### src/rtl/alu_pkg.sv
// Shared types for the ALU sharing block: ALU opcodes and round-robin pointer states.
package alu_pkg;

   typedef enum logic [2:0] {
      ALU_ADD = 3'b000,
      ALU_SUB = 3'b001,
      ALU_AND = 3'b010,
      ALU_OR  = 3'b011,
      ALU_LUI = 3'b100,
      ALU_SLT = 3'b101,
      ALU_SLL = 3'b110
   } alu_op_e;

   typedef enum logic {
      LAST_P0 = 1'b0,
      LAST_P1 = 1'b1
   } rr_state_e;

endpackage

### src/rtl/alu.sv
// Purely combinational ALU; opcode 111 is undefined and yields result 0, Zero 0.
module alu
   import alu_pkg::*;
#(
   parameter int unsigned DATA_WIDTH = 32
) (
   input  logic [DATA_WIDTH-1:0] a_i,
   input  logic [DATA_WIDTH-1:0] b_i,
   input  logic [2:0]            op_i,
   output logic [DATA_WIDTH-1:0] result_o,
   output logic                  zero_o
);

   always_comb begin
      result_o = '0;
      zero_o   = 1'b0;
      case (op_i)
         ALU_ADD: result_o = a_i + b_i;
         ALU_SUB: begin
            result_o = a_i - b_i;
            zero_o   = (a_i == b_i);
         end
         ALU_AND: result_o = a_i & b_i;
         ALU_OR:  result_o = a_i | b_i;
         ALU_LUI: result_o = b_i;
         ALU_SLT: begin
            result_o = {{(DATA_WIDTH-1){1'b0}}, ($signed(a_i) < $signed(b_i))};
            zero_o   = (a_i == b_i);
         end
         ALU_SLL: result_o = a_i << b_i[4:0];
         default: begin
            result_o = '0;
            zero_o   = 1'b0;
         end
      endcase
   end

endmodule

### src/rtl/rr_arb2.sv
// Two-way round-robin arbiter; the pointer remembers the last granted port and holds when idle.
module rr_arb2
   import alu_pkg::*;
(
   input  logic       clk_i,
   input  logic       rst_i,
   input  logic [1:0] elig_i,
   output logic [1:0] grant_o
);

   rr_state_e state_q, state_d;

   always_ff @(posedge clk_i) begin
      if (rst_i) state_q <= LAST_P1;
      else       state_q <= state_d;
   end

   always_comb begin
      grant_o = 2'b00;
      state_d = state_q;
      if (elig_i == 2'b11) begin
         grant_o = (state_q == LAST_P0) ? 2'b10 : 2'b01;
      end else begin
         grant_o = elig_i;
      end
      if (grant_o[0])      state_d = LAST_P0;
      else if (grant_o[1]) state_d = LAST_P1;
   end

endmodule

### src/rtl/alu_share_arbiter.sv
// Shares one combinational ALU between two requesters with round-robin grant and a
// registered result slot per port.
module alu_share_arbiter
   import alu_pkg::*;
#(
   parameter int unsigned DATA_WIDTH = 32
) (
   input  logic                       clk_i,
   input  logic                       rst_i,
   input  logic [1:0]                 req_valid_i,
   output logic [1:0]                 req_ready_o,
   input  logic [1:0][DATA_WIDTH-1:0] req_srca_i,
   input  logic [1:0][DATA_WIDTH-1:0] req_srcb_i,
   input  logic [1:0][2:0]            req_op_i,
   output logic [1:0]                 rsp_valid_o,
   input  logic [1:0]                 rsp_ready_i,
   output logic [1:0][DATA_WIDTH-1:0] rsp_result_o,
   output logic [1:0]                 rsp_zero_o
);

   logic [1:0]                 elig;
   logic [1:0]                 grant;
   logic                       sel;
   logic [DATA_WIDTH-1:0]      alu_a, alu_b, alu_res;
   logic [2:0]                 alu_op;
   logic                       alu_zero;

   logic [1:0]                 rsp_valid_q, rsp_valid_d;
   logic [1:0][DATA_WIDTH-1:0] rsp_result_q, rsp_result_d;
   logic [1:0]                 rsp_zero_q, rsp_zero_d;

   // A full slot may accept a new request in the same cycle it is being drained.
   assign elig = req_valid_i & (~rsp_valid_q | rsp_ready_i);

   rr_arb2 u_arb (
      .clk_i   (clk_i),
      .rst_i   (rst_i),
      .elig_i  (elig),
      .grant_o (grant)
   );

   assign sel    = grant[1];
   assign alu_a  = req_srca_i[sel];
   assign alu_b  = req_srcb_i[sel];
   assign alu_op = req_op_i[sel];

   alu #(.DATA_WIDTH(DATA_WIDTH)) u_alu (
      .a_i      (alu_a),
      .b_i      (alu_b),
      .op_i     (alu_op),
      .result_o (alu_res),
      .zero_o   (alu_zero)
   );

   always_comb begin
      rsp_valid_d  = rsp_valid_q;
      rsp_result_d = rsp_result_q;
      rsp_zero_d   = rsp_zero_q;
      for (int unsigned p = 0; p < 2; p++) begin
         if (rsp_valid_q[p] && rsp_ready_i[p]) rsp_valid_d[p] = 1'b0;
         if (grant[p]) begin
            rsp_valid_d[p]  = 1'b1;
            rsp_result_d[p] = alu_res;
            rsp_zero_d[p]   = alu_zero;
         end
      end
   end

   always_ff @(posedge clk_i) begin
      if (rst_i) begin
         rsp_valid_q  <= '0;
         rsp_result_q <= '0;
         rsp_zero_q   <= '0;
      end else begin
         rsp_valid_q  <= rsp_valid_d;
         rsp_result_q <= rsp_result_d;
         rsp_zero_q   <= rsp_zero_d;
      end
   end

   assign req_ready_o  = grant;
   assign rsp_valid_o  = rsp_valid_q;
   assign rsp_result_o = rsp_result_q;
   assign rsp_zero_o   = rsp_zero_q;

endmodule

### config.mk
export PLATFORM = sky130hd
export DESIGN_NAME = alu_share_arbiter
export DESIGN_NICKNAME = d
export VERILOG_FILES = /design/src/rtl/alu_pkg.sv /design/src/rtl/alu.sv /design/src/rtl/rr_arb2.sv /design/src/rtl/alu_share_arbiter.sv
export SDC_FILE = /design/constraint.sdc
export NUM_CORES = 1
export LEC_CHECK = 0
export CAP_MARGIN = 20
export CORE_AREA = 2 2 159 145
export CTS_BUF_LIST = sky130_fd_sc_hd__clkbuf_4
export CTS_CLUSTER_SIZE = 16
export DETAILED_ROUTE_END_ITERATION = 12
export DIE_AREA = 0 0 161 147
export PLACE_DENSITY = 0.84
export SLEW_MARGIN = 10
export SYNTH_ARGS = -nofsm -noshare
export SYNTH_HDL_FRONTEND = slang
export SYNTH_SLANG_ARGS = --single-unit
### constraint.sdc
create_clock -name clk_i -period 7.5 [get_ports clk_i]
set_input_delay 1.5 -clock clk_i [delete_from_list [all_inputs] [get_ports clk_i]]
set_output_delay 1.5 -clock clk_i [all_outputs]
set_load 0.01 [all_outputs]
# == After elaboration in Yosys (flattened, before gate mapping) ==
# Cells that the tools add are included.
# totals
ff_bits,69
inputBits,140
output_inout_bits,70
word_cells,48
# classes
n_lt_le_gt_ge,2
addsub,2
n_reduce_logical,7
n_shift,1
n_eq_ne,8
n_bitwise,5
muxes,16
# ops
op,count
case mux 32 bit (7 select lines),1
2-to-1 mux 32 bit,4
adder 32 bit,1
bitwise AND 32 bit,1
equality test 32 bit,1
< comparator 32 bit,1
OR 32 bit,1
left shift 32 x 5 -> 32 bit,1
subtractor 32 bit,1
equality test 3 bit (second input constant),3
2-to-1 mux 1 bit,7
equality test 3 x 2 -> 1 bit (second input constant),2
2-to-1 mux 3 bit,2
nonzero test 2 bit,3
2-to-1 mux 2 bit,2
equality test 3 x 1 -> 1 bit (second input constant),1
zero test 3 bit,1
bitwise AND 2 bit,1
equality test 2 bit (second input constant),1
logical AND 1 bit,2
< comparator 1 x 2 -> 1 bit (second input constant),1
inverter 2 bit,1
OR 2 bit,1
OR reduction 2 bit,1

# == Longest topological paths before layout ==
# Gate-level depths: netlist of the first run.
# logic_depth
depth_word,10
mapped_depth,24
depth_no_buf,17

# == Cells and area by module ==
# From an unflattened synthesis of the first run, not the netlist that was laid out.
# unflattened
cells_unflattened,1325
hier_area_um2,10341.2
# modules_own_cells
mod,instances,seq_area_each_um2,area_each_um2,cells_each
alu,1,0.0,6822.8,1020
alu_share_arbiter,1,1361.3,3463.3,298
rr_arb2,1,20.0,55.1,7

# == Worst setup path before layout of the first run ==
# OpenSTA, ideal clock, no wires.
# synth_timing
path_type,input-to-reg
from,input port rsp_ready_i[0]
to,"register rsp_result_q, in the netlist rsp_result_o[26]"
cell_stages,24
slack_ns,1.397
setup_time_ns,0.091
arrival_ns,6.012
required_ns,7.409
path_buffers,7
cell_sequence,nor2b_1 -> o211ai_4 -> inv_2 -> buf_6 -> buf_6 -> buf_4 -> buf_2 -> buf_2 -> buf_2 -> clkbuf_1 -> nand2_1 -> nand2_1 -> ha_1 -> inv_1 -> fa_1 -> nor2b_1 -> o21bai_1 -> o2111ai_2 -> nand4b_1 -> a2111o_1 -> a211o_1 -> nand2_1 -> mux2_2 -> a311oi_1
# synth_between
elab_chain_len,8
word_cells_on_any_way,23
classes_between,add/sub (2); eq/ne (7); shift (1); mux (8); bitwise (4); reduce/logical (1)
# synth_lines
element,line,text
from (decl),alu_share_arbiter.sv:16,"input logic [1:0] rsp_ready_i,"
OR 2 bit *,alu_share_arbiter.sv:33,assign elig = req_valid_i & (~rsp_valid_q | rsp_ready_i);
bitwise AND 2 bit *,alu_share_arbiter.sv:33,
equality test 2 bit,rr_arb2.sv:21,if (elig_i == 2'b11) begin
2-to-1 mux 2 bit *,rr_arb2.sv:21,
"2-to-1 mux 32 bit (implied by the code), or another cell as far along (2 in series)",alu_share_arbiter.sv:43,assign alu_a = req_srca_i[sel];
"subtractor 32 bit, or another cell as far along",alu.sv:20,result_o = a_i - b_i;
case mux 32 bit (7 select lines),alu.sv:17,case (op_i)
to (signal assigned),alu_share_arbiter.sv:76,rsp_result_q <= rsp_result_d;
to (decl),alu_share_arbiter.sv:29,"logic [1:0][DATA_WIDTH-1:0] rsp_result_q, rsp_result_d;"
# Mark *: on every way between the ends. The rest lies on a longest branch, timed or not. The select of a mux whose other input is x is not followed.
# A chain may end at the register's enable or synchronous reset.

# == Final worst setup path of the first run ==
# layout_timing
from,input port rsp_ready_i[0]
to,"register rsp_result_q, in the netlist rsp_result_o[31]"
# Same word-level chain as after synthesis.

==> key figures, run 1 <==
Synth
  • #FFs+latches synth: 69
  • Syn_nets: 1882
  • Number of synthesized flops with an enable pin: 0
  • Sequential share of the synthesized area: 11.5%
  • Synth unique cells: 89
  • Avg Synthesized Cell Area: 7.31 um2
  • Top cell type's share of synthesized area: 11.5%
  • Post-synth top cells: nand2_1, nor2_1, mux2i_1, a21oi_1, inv_1
  • Post-synthesis cell count: 1637
  • Top cells by area, synth: dfxtp_1, ha_1, mux2i_1
  • Top-count cell post-synth: nand2_1
  • Mapped cell area: 12000 um2
  • Main synth FF type: dfxtp_1
  • YS warnings: 0
  • Synth area leader: dfxtp_1
  • Async set or reset register ratio after synthesis: 0%

Critical path
  • CP peak stage delay: 0.64 ns
  • CP max FO: 42
  • CP Capture Type: flop
  • Arrival @ worst endpoint: 6.61 ns
  • Crit-path cells: clkdlybuf4s50_1 -> nor2b_1 -> o211ai_4 -> inv_6 -> mux2i_1 -> inv_1 -> ha_1 -> inv_1 -> a2111oi_0 -> o21ai_0 -> a211o_1 -> a311oi_1 -> mux2i_1 -> o221ai_1 -> a211oi_2 -> a211oi_1
  • CP max-delay cell: a2111oi_0
  • Reg2reg path depth: 15
  • Worst r2r src: rsp_valid_o[0]
  • CP required: 7.78 ns
  • RR Endpoint: rsp_result_o[31]
  • Crit Path Category: input pin to flop
  • FF-to-FF setup slack: 2.25 ns
  • Worst Setup Start Kind: input pin

Global routing
  • Global-route wire length before repair: 77.1 mm
  • GRT overflow: 0
  • Number of global-route vias before repair: 13200
  • GR Util All Layers: 41.6%
  • Largest net degree at the start of global routing: 74
  • Initial antenna violation count: 2

Finish
  • Fill cells: 2000
  • Storage cell area: 1380 um2
  • Fin area: 14400 um2
  • Area Overhead vs Synth: 20.1%
  • Layout cells sized above 1: 8.38%
  • NumNets Final: 2018
  • Multi-input logic area: 9680 um2

Outcome
  • Status: completed

Routing
  • Via count: 14100
  • Post-route ant nets: 0
  • DRT Pass-1 Iters: 8
  • Vias per cell: 6.78
  • Post-Route WL: 50.8 mm
  • Iter 0 DRT Violations: 1832
  • DR WL/cell: 24.5 um
  • Remaining DRCs: 0

Placed design
  • Buffers added on ports: 209
  • Placer Congestion: 1.06
  • Placed Area: 14200 um2
  • DPL Wire Length: 39.9 mm

STA
  • Slew HR: 25.5%
  • Final hold violation count: 0
  • Worst hold margin: 0.473 ns
  • RSZ-0062 raised after global routing: false
  • Tcrit/Tclk final: 84.4%
  • Final setup vio count: 0
  • Max-slew violations: 0
  • Setup TNS Final: 0 ns
  • Post-layout minimum cycle time: 6.33 ns
  • Final clock skew: 0.0109 ns
  • FMAX: 158 MHz
  • Worst-Margin Slew: 1.09 ns

Clock network
  • Clk slew on worst S/H paths: 0.12 ns
  • CTS Buffer Depth: 2
  • CTS Buf Count: 9
  • CTS tree: done
  • Num Clock Sinks: 69
  • Post-CTS resize count: 0
  • # hold bufs at CTS: 0
  • CTS root buf: clkbuf_4
  • Clk_lat worst skew: 0.42 ns
  • H-tree levels: 3
  • Setup bufs post-CTS: 0

Floorplan
  • Num rows: 52
  • Die Ht: 147 um
  • Die Span X: 161 um
  • Starting Density: 54.1%
  • Die ar.: 23700 um2
  • Core box area: 22100 um2
  • Num ports: 210

Min path
  • Hold Path Depth: 2
  • Hold EP: rsp_zero_o[1]
  • Launch point of the worst hold path: rsp_zero_o[1]
  • Hold Path Class: flop to flop

Power and ir drop
  • Leakage power: 0.00605 uW
  • VDD IR max: 0.0954 mV
  • Power density cells: 154 nW/um2

Job
  • Max-cap violations: 0
[metrics by stage]
stage | setup slack (ns) | instances | util [%] | total power (uW)
6_report | 1.17 | 2077 | 64.9 | 2210
5_1_grt | 0.954 | 2076 | 64.9 | 2320
4_1_cts | 1.31 | 2075 | 64.9 | 2160
3_5_place_dp | 0.877 | 2059 | 64.3 | 1910
3_3_place_gp | 1.01 | 2059 | 64.3 | 1890
2_1_floorplan | 1.40 | 1637 | - | 1370
[cells in the final DEF (no fill, tap or decap), types with 27 or more instances in the layout]
master             n
a211oi_1          69
a21oi_1          110
buf_4             35
clkdlybuf4s50_1  206
dfxtp_1           69
ha_1             103
inv_1            107
mux2_2            29
mux2i_1          118
mux4_2            27
nand2_1          203
nor2_1           151
nor3_1            45
o21ai_0           59
o221ai_1          29
[layer usage]
metal	part of all wire, %	vias to the layer above	global-route usage [%]
met5	0	-	0
met4	6.5	0	22.7
met3	11	181	9.71
met2	44	964	64.5
met1	39	6563	53.4
li1	-	6372	-
[critical path: cells and delay by family]
family / cells / cell delay, ns
AOI/OAI and AO/OA: 8 / 2.73
adders and majority gates: 1 / 0.45
buffers and inverters: 4 / 0.91
muxes: 2 / 0.63
and+or+nand+nor: 1 / 0.32
[flip-flops by register name, summed over array words and instances, names as in the netlist]
name,flops
rsp_zero_o,2
u_arb.state_q,1
rsp_result_o,64
rsp_valid_o,2
[cell type report]
class | count | area share, %
Antenna cell | 2 | 0.0348
Timing Repair Buffer | 245 | 16.4
Tap cell | 297 | 2.59
Multi-Input combinational cell | 1337 | 67.4
Clock inverter | 7 | 0.523
Inverter | 111 | 2.94
Clock buffer | 9 | 0.470
Sequential cell | 69 | 9.62
[where the power goes]
group          switching, uW  leakage (uW)  internal (uW)
sequential              23.8      0.000571            408
clock                    147     0.0000686            102
combinational            940       0.00541            585
[cell families after synthesis]
group,share of synthesized area (%)
adders and majority gates,11.1
and+or+nand+nor,20.0
buffers and inverters,7.70
AOI/OAI and AO/OA,30.9
muxes,18.2
xor gates and xnor gates,0.586
DFF,11.5
[how the worst max path moves through the flow]
stage | start | end | slack, ns | cells after the start
finish | rsp_ready_i[0] | rsp_result_o[31] | 1.17 | 16
floorplan | rsp_ready_i[0] | rsp_result_o[26] | 1.40 | 24
detailed placement | rsp_ready_i[0] | rsp_result_o[31] | 0.88 | 16
global placement | rsp_ready_i[0] | rsp_result_o[63] | 1.01 | 16
CTS | rsp_ready_i[0] | rsp_result_o[31] | 1.31 | 16
global route | req_valid_i[0] | rsp_result_o[31] | 0.95 | 15
(Power assumes the default switching activity.)
==> run 2, diff against run 1 <==
--- a/config.mk
+++ b/config.mk
@@ -6,12 +6,12 @@
 export NUM_CORES = 1
 export LEC_CHECK = 0
 export CAP_MARGIN = 20
-export CORE_AREA = 2 2 159 145
+export CORE_AREA = 2 2 165 151
 export CTS_BUF_LIST = sky130_fd_sc_hd__clkbuf_4
 export CTS_CLUSTER_SIZE = 16
 export DETAILED_ROUTE_END_ITERATION = 12
-export DIE_AREA = 0 0 161 147
-export PLACE_DENSITY = 0.84
+export DIE_AREA = 0 0 167 153
+export PLACE_DENSITY = 0.82
 export SLEW_MARGIN = 10
 export SYNTH_ARGS = -nofsm -noshare
 export SYNTH_HDL_FRONTEND = slang
==> constraint.sdc (replaced) <==
create_clock -name clk_i -period 5.6 [get_ports clk_i]
set_input_delay 1.12 -clock clk_i [delete_from_list [all_inputs] [get_ports clk_i]]
set_output_delay 1.12 -clock clk_i [all_outputs]
set_load 0.01 [all_outputs]
==> key figures, run 2 (same netlist as run 1, synthesis figures left out) <==
Critical path
  • CP Capture Type: flop (unchanged)
  • Worst path bufs/invs: 3 (was 4)
  • CP peak stage delay: 0.52 ns (was 0.64 ns)
  • Arrival @ worst endpoint: 5.62 ns (was 6.61 ns)
  • Crit-path cells: clkdlybuf4s50_1 -> nand2_1 -> o211ai_4 -> buf_12 -> nand2_1 -> nand2_1 -> ha_1 -> inv_1 -> fa_1 -> nor2b_1 -> o21bai_1 -> o2111ai_2 -> nand4b_1 -> a2111o_1 -> a211o_1 -> and3_1 -> a311oi_1 -> a31oi_1 (was clkdlybuf4s50_1 -> nor2b_1 -> o211ai_4 -> inv_6 -> mux2i_1 -> inv_1 -> ha_1 -> inv_1 -> a2111oi_0 -> o21ai_0 -> a211o_1 -> a311oi_1 -> mux2i_1 -> o221ai_1 -> a211oi_2 -> a211oi_1)
  • Worst path top cell family by delay: compound AO/OA/AOI/OAI gates (unchanged)
  • Worst Setup Start Kind: input pin (unchanged)
  • CP required: 5.86 ns (was 7.78 ns)
  • CP max-delay cell: clkdlybuf4s50_1 (was a2111oi_0)
  • CP max FO: 42 (unchanged)
  • Most common cell on crit path: nand2_1
  • Crit Path Category: input pin to flop (unchanged)

Global routing
  • Number of global-route vias before repair: 13800 (was 13200)
  • Initial antenna violation count: 1 (was 2)
  • Global-route wire length before repair: 81.4 mm (was 77.1 mm)
  • GR Util All Layers: 40.4% (was 41.6%)
  • GRT overflow: 0 (unchanged)
  • Largest net degree at the start of global routing: 70 (was 74)

Power and ir drop
  • Internal Power: 1670 uW (was 1100 uW)
  • Combinational power share: 71.1% (was 69.1%)
  • Leakage power: 0.00671 uW (was 0.00605 uW)
  • Sw Pwr: 1520 uW (was 1110 uW)
  • Sw Share: 47.5% (was 50.4%)
  • Clock power frac: 10.9% (was 11.3%)
  • Sequential Power Share: 18.0% (was 19.6%)
  • Power density cells: 207 nW/um2 (was 154 nW/um2)
  • VDD IR max: 0.175 mV (was 0.0954 mV)

Outcome
  • Status: completed (unchanged)

Routing
  • Post-Route WL: 53.7 mm (was 50.8 mm)
  • DR WL/cell: 24.2 um (was 24.5 um)
  • Via count: 14500 (was 14100)
  • Post-route ant nets: 0 (unchanged)
  • DRT Pass-1 Iters: 6 (was 8)
  • Vias per cell: 6.55 (was 6.78)
  • Iter 0 DRT Violations: 1874 (was 1832)
  • Remaining DRCs: 0 (unchanged)

Floorplan
  • Num ports: 210 (unchanged)
  • Starting Density: 50.1% (was 54.1%)
  • Num rows: 54 (was 52)
  • Die Span X: 167 um (was 161 um)
  • Die ar.: 25600 um2 (was 23700 um2)
  • Core box area: 23900 um2 (was 22100 um2)
  • Die Ht: 153 um (was 147 um)

Finish
  • Max FFs per register: 64 (unchanged)
  • Most common cell after layout, fill and taps aside: clkdlybuf4s50_1 (unchanged)
  • Layout cells sized above 1: 14.6% (was 8.38%)
  • Fin area: 15400 um2 (was 14400 um2)
  • Area Overhead vs Synth: 29.0% (was 20.1%)
  • Commonest non-fill, non-tap cells in the layout: clkdlybuf4s50_1, nand2_1, buf_4 (was clkdlybuf4s50_1, nand2_1, nor2_1)
  • NumNets Final: 2149 (was 2018)
  • Fill cells: 2139 (was 2000)
  • Final std cells w/o fill: 2218 (was 2077)

Placed design
  • DP Worst Slack: -0.201 ns (was 0.877 ns)
  • Total placed cells including tap cells: 2200 (was 2059)
  • Buffers added on ports: 209 (unchanged)
  • DPL Wire Length: 43.3 mm (was 39.9 mm)
  • Placed Area: 15300 um2 (was 14200 um2)
  • Placer Congestion: 1.01 (was 1.06)

Clock network
  • CTS root buf: clkbuf_4 (unchanged)
  • Num Clock Sinks: 69 (unchanged)
  • CTS Buf Count: 9 (unchanged)
  • CTS tree: done (unchanged)
  • H-tree levels: 3 (unchanged)
  • CTS Buffer Depth: 2 (unchanged)
  • Clk slew on worst S/H paths: 0.11 ns (was 0.12 ns)
  • Clk_lat worst skew: 0.41 ns (was 0.42 ns)

STA
  • Tcrit/Tclk final: 95.6%
  • FMAX: 187 MHz
  • Final setup vio count: 0 (unchanged)
  • Worst-Margin Slew: 0.940 ns (was 1.09 ns)
  • Final clock skew: 0.0131 ns (was 0.0109 ns)
  • Final hold violation count: 0 (unchanged)
  • RSZ-0062 raised after global routing: false (unchanged)
  • Final worst slack: 0.246 ns (was 1.17 ns)
  • Post-layout minimum cycle time: 5.35 ns
  • Max-slew violations: 0 (unchanged)
  • Slew HR: 37.1% (was 25.5%)

Min path
  • Hold Path Class: flop to flop (unchanged)

Job
  • Max-cap violations: 0 (unchanged)
-- run 2: changes by cell type in the layout (fill, tap and decap cells not counted), moves of 2 or more --
cell,delta
clkinvlp_4,-2
clkinv_1,+3
buf_4,+126
buf_12,+5
-- run 2: worst paths after layout --
| check | slack [ns] | start | endpoint | cells after the start |
|---|---|---|---|---|
| min reg2reg | 0.46 | rsp_zero_o[0] | rsp_zero_o[0] | 2 |
| min | 0.46 | rsp_zero_o[0] | rsp_zero_o[0] | 2 |
| max | 0.25 | req_valid_i[0] | rsp_result_o[62] | 18 |
| max reg2reg | 1.09 | u_arb.state_q | rsp_result_o[62] | 17 |
-- run 2: per-layer routing --
metal	wire (um)	global-route usage [%]	up-vias
li1	-	-	6625
met1	21400	52.1	6850
met2	23800	66.0	900
met3	5340	7.04	145
met4	3170	18.7	0
met5	0	0	-
-- run 2: tightest hold or removal path, delay by kind of cell (launching register included) --
family	cells	cell delay (ns)
DFF	1	0.32
and+or+nand+nor	1	0.05
AOI/OAI and AO/OA	1	0.05
-- run 2: cell type report --
cell class	count	area [um2]	share of cell area, %
clock inverters	6	78.8	0.511
diodes	2	5.00	0.0324
well taps	308	385	2.50
multi-input cells	1337	9690	62.8
repair buffers	376	3410	22.1
clock buffers	9	67.6	0.438
inverters	111	422	2.73
flip-flops and latches	69	1380	8.95
-- run 2: through the flow --
stage | utilization [%] | setup TNS [ns] | hold WS, ns | total power (uW)
floorplan | - | 0 | 0.476 | 1840
global placement | 63.9 | -1.12 | 0.439 | 2770
detailed placement | 63.9 | -1.86 | 0.446 | 2780
CTS | 64.6 | 0 | 0.467 | 3130
global route | 64.7 | 0 | 0.502 | 3370
finish | 64.7 | 0 | 0.463 | 3190
-- run 2: what timing repair did --
item                       in CTS  in global routing
hold buffers                    0                  0
buffers inserted                0                  0
setup endpoints to repair       0                 11
gates resized for setup         0                  3
-- run 2: power groups by stage --
| stage | clock (uW) | combinational [uW] | sequential, uW |
|---|---|---|---|
| floorplan | 0 | 1230 | 609 |
| global placement | 0 | 2180 | 586 |
| detailed placement | 0 | 2190 | 588 |
| CTS | 350 | 2210 | 576 |
| global route | 377 | 2410 | 583 |
| finish | 348 | 2270 | 576 |
==> run 3, diff against run 2 <==
--- a/config.mk
+++ b/config.mk
@@ -6,11 +6,11 @@
 export NUM_CORES = 1
 export LEC_CHECK = 0
 export CAP_MARGIN = 20
-export CORE_AREA = 2 2 165 151
+export CORE_AREA = 4 4 167 153
 export CTS_BUF_LIST = sky130_fd_sc_hd__clkbuf_4
 export CTS_CLUSTER_SIZE = 16
 export DETAILED_ROUTE_END_ITERATION = 12
-export DIE_AREA = 0 0 167 153
+export DIE_AREA = 0 0 171 157
 export PLACE_DENSITY = 0.82
 export SLEW_MARGIN = 10
 export SYNTH_ARGS = -nofsm -noshare
==> key figures, run 3 (same netlist as run 1, synthesis figures left out) <==
Outcome
  • Status: completed (unchanged)

Critical path
  • Most common cell on crit path: nand2_1 (unchanged)
  • Crit Path Category: input pin to flop (unchanged)
  • CP required: 5.90 ns (was 5.86 ns)
  • Reg2reg path depth: 15 (was 17)
  • CP peak stage delay: 0.65 ns (was 0.52 ns)
  • Crit-path cells: clkdlybuf4s50_1 -> nand2_1 -> o211ai_4 -> buf_12 -> buf_4 -> nand2_1 -> nand2_1 -> ha_1 -> or4_1 -> nor2_1 -> nand2_1 -> o311ai_0 -> o31ai_1 -> or2_2 -> a32o_1 -> a211oi_1 (was clkdlybuf4s50_1 -> nand2_1 -> o211ai_4 -> buf_12 -> nand2_1 -> nand2_1 -> ha_1 -> inv_1 -> fa_1 -> nor2b_1 -> o21bai_1 -> o2111ai_2 -> nand4b_1 -> a2111o_1 -> a211o_1 -> and3_1 -> a311oi_1 -> a31oi_1)
  • Arrival @ worst endpoint: 5.69 ns (was 5.62 ns)
  • CP max-delay cell: or4_1 (was clkdlybuf4s50_1)
  • CP max FO: 42 (unchanged)
  • CP Capture Type: flop (unchanged)
  • Worst Setup Start Kind: input pin (unchanged)

STA
  • Tcrit/Tclk final: 96.3% (was 95.6%)
  • Worst-Margin Slew: 0.969 ns (was 0.940 ns)
  • Slew HR: 34.1% (was 37.1%)
  • Final setup vio count: 0 (unchanged)
  • Final hold violation count: 0 (unchanged)
  • FMAX: 185 MHz (was 187 MHz)
  • Max-slew violations: 0 (unchanged)
  • Setup TNS Final: 0 ns (unchanged)
  • RSZ-0062 raised after global routing: false (unchanged)
  • Final clock skew: 0.0137 ns (was 0.0131 ns)
  • Post-layout minimum cycle time: 5.39 ns (was 5.35 ns)

Routing
  • Post-Route WL: 54.1 mm (was 53.7 mm)
  • DRT Pass-1 Iters: 8 (was 6)
  • DR top layer: met5 (was met4)
  • Via count: 14500 (about the same)
  • Met2 Wirelength: 24.0 mm (was 23.8 mm)
  • Remaining DRCs: 0 (unchanged)
  • DR WL/cell: 24.7 um (was 24.2 um)
  • Met3 routed WL: 5.24 mm (was 5.34 mm)
  • Vias per cell: 6.64 (was 6.55)
  • Post-route ant nets: 0 (unchanged)
  • Iter 0 DRT Violations: 1833 (was 1874)
  • M1 WL: 21.6 mm (was 21.4 mm)

Floorplan
  • Die ar.: 26800 um2 (was 25600 um2)
  • Num rows: 54 (unchanged)
  • Starting Density: 50.0% (was 50.1%)
  • Die Span X: 171 um (was 167 um)
  • Num ports: 210 (unchanged)
  • Die Ht: 157 um (was 153 um)
  • Core box area: 23900 um2 (about the same)

Global routing
  • Largest net degree at the start of global routing: 70 (unchanged)
  • Number of global-route vias before repair: 13800 (about the same)
  • Global-route wire length before repair: 81.0 mm (was 81.4 mm)
  • Initial antenna violation count: 2 (was 1)
  • GRT overflow: 0 (unchanged)
  • GR Util All Layers: 38.7% (was 40.4%)

Placed design
  • Placer Congestion: 1.04 (was 1.01)
  • Buffers added on ports: 209 (unchanged)
  • DPL Wire Length: 44.0 mm (was 43.3 mm)
  • Total placed cells including tap cells: 2176 (was 2200)

Power and ir drop
  • VDD IR max: 0.151 mV (was 0.175 mV)
  • Combinational power share: 73.0% (was 71.1%)
  • Internal Power: 1550 uW (was 1670 uW)
  • Leakage power: 0.00658 uW (was 0.00671 uW)
  • Sequential Power Share: 18.9% (was 18.0%)
  • Power density cells: 201 nW/um2 (was 207 nW/um2)
  • Clock power frac: 8.1% (was 10.9%)
  • Sw Pwr: 1500 uW (was 1520 uW)
  • Sw Share: 49.3% (was 47.5%)

Clock network
  • CTS tree: done (unchanged)
  • Post-CTS resize count: 0 (unchanged)
  • Setup bufs post-CTS: 0 (unchanged)
  • CTS Buf Count: 9 (unchanged)
  • Clk slew on worst S/H paths: 0.10 ns (was 0.11 ns)
  • Clk_lat worst skew: 0.40 ns (was 0.41 ns)
  • H-tree levels: 3 (unchanged)
  • # hold bufs at CTS: 0 (unchanged)
  • CTS Buffer Depth: 2 (unchanged)
  • CTS root buf: clkbuf_4 (unchanged)
  • Num Clock Sinks: 69 (unchanged)

Job
  • Max-cap violations: 0 (unchanged)

Min path
  • Hold Path Depth: 2 (unchanged)
  • Hold Path Class: flop to flop (unchanged)

Finish
  • NumNets Final: 2125 (was 2149)
  • Final std cells w/o fill: 2192 (was 2218)
  • Area Overhead vs Synth: 27.0% (was 29.0%)
  • Layout cells sized above 1: 13.4% (was 14.6%)
  • Most common cell after layout, fill and taps aside: clkdlybuf4s50_1 (unchanged)
  • Fill cells: 2186 (was 2139)
  • Max FFs per register: 64 (unchanged)
  • Commonest non-fill, non-tap cells in the layout: clkdlybuf4s50_1, nand2_1, nor2_1 (was clkdlybuf4s50_1, nand2_1, buf_4)
[run 3: cell types whose count changed in the layout (fill, tap and decap cells not counted), sizes merged]
cell      previous run  this run
buf                170       146
bufinv               2         0
clkbuf               9        10
clkinv               3         4
clkinvlp             1         0
diode                2         1
[run 3: path summary, 6_finish.rpt]
path	startpoint	end	slack, ns
setup reg to reg	rsp_valid_o[0]	rsp_result_o[61]	1.00
hold / removal	rsp_zero_o[1]	rsp_zero_o[1]	0.47
hold reg to reg	rsp_zero_o[1]	rsp_zero_o[1]	0.47
setup / recovery	req_valid_i[0]	rsp_result_o[61]	0.21
[run 3: stage by stage]
stage	cell area (um2)	total power, uW	setup WS (ns)	util [%]	hold slack, ns
floorplan	12000	1840	0.0156	-	0.476
global placement	15100	2720	0.0482	63.0	0.461
detailed placement	15100	2740	-0.0728	63.0	0.467
CTS	15200	3000	0.341	63.4	0.479
global route	15200	3230	0.0253	63.5	0.508
finish	15200	3050	0.207	63.5	0.473
[run 3: power groups by stage]
stage | Clock (uW) | Combinational (uW) | Sequential [uW]
after detailed placement | 0 | 2150 | 589
after floorplan | 0 | 1230 | 609
after global placement | 0 | 2140 | 587
after global routing | 280 | 2370 | 585
final | 246 | 2230 | 578
after CTS | 252 | 2170 | 578
[run 3: area by class of cell]
cell class / count / area, um2 / area share (%)
Tap cell: 308 / 385 / 2.54
Inverter: 111 / 422 / 2.78
Clock inverter: 4 / 17.5 / 0.115
Multi-Input combinational cell: 1337 / 9680 / 63.7
Sequential cell: 69 / 1380 / 9.10
Antenna cell: 1 / 2.50 / 0.0165
Clock buffer: 10 / 75.1 / 0.494
Timing Repair Buffer: 352 / 3220 / 21.2
[run 3: critical path: cells and delay by family]
family,cells,cell delay [ns]
simple gates,7,1.62
buf+inv,3,1.18
compound gates,5,1.50
fa+ha+maj,1,0.25
[run 3: per-layer routing]
metal	global-route usage [%]	vias to the layer above
met3	7.26	176
met1	50.7	6881
li1	-	6592
met4	19.0	2
met2	61.4	894
met5	0	-
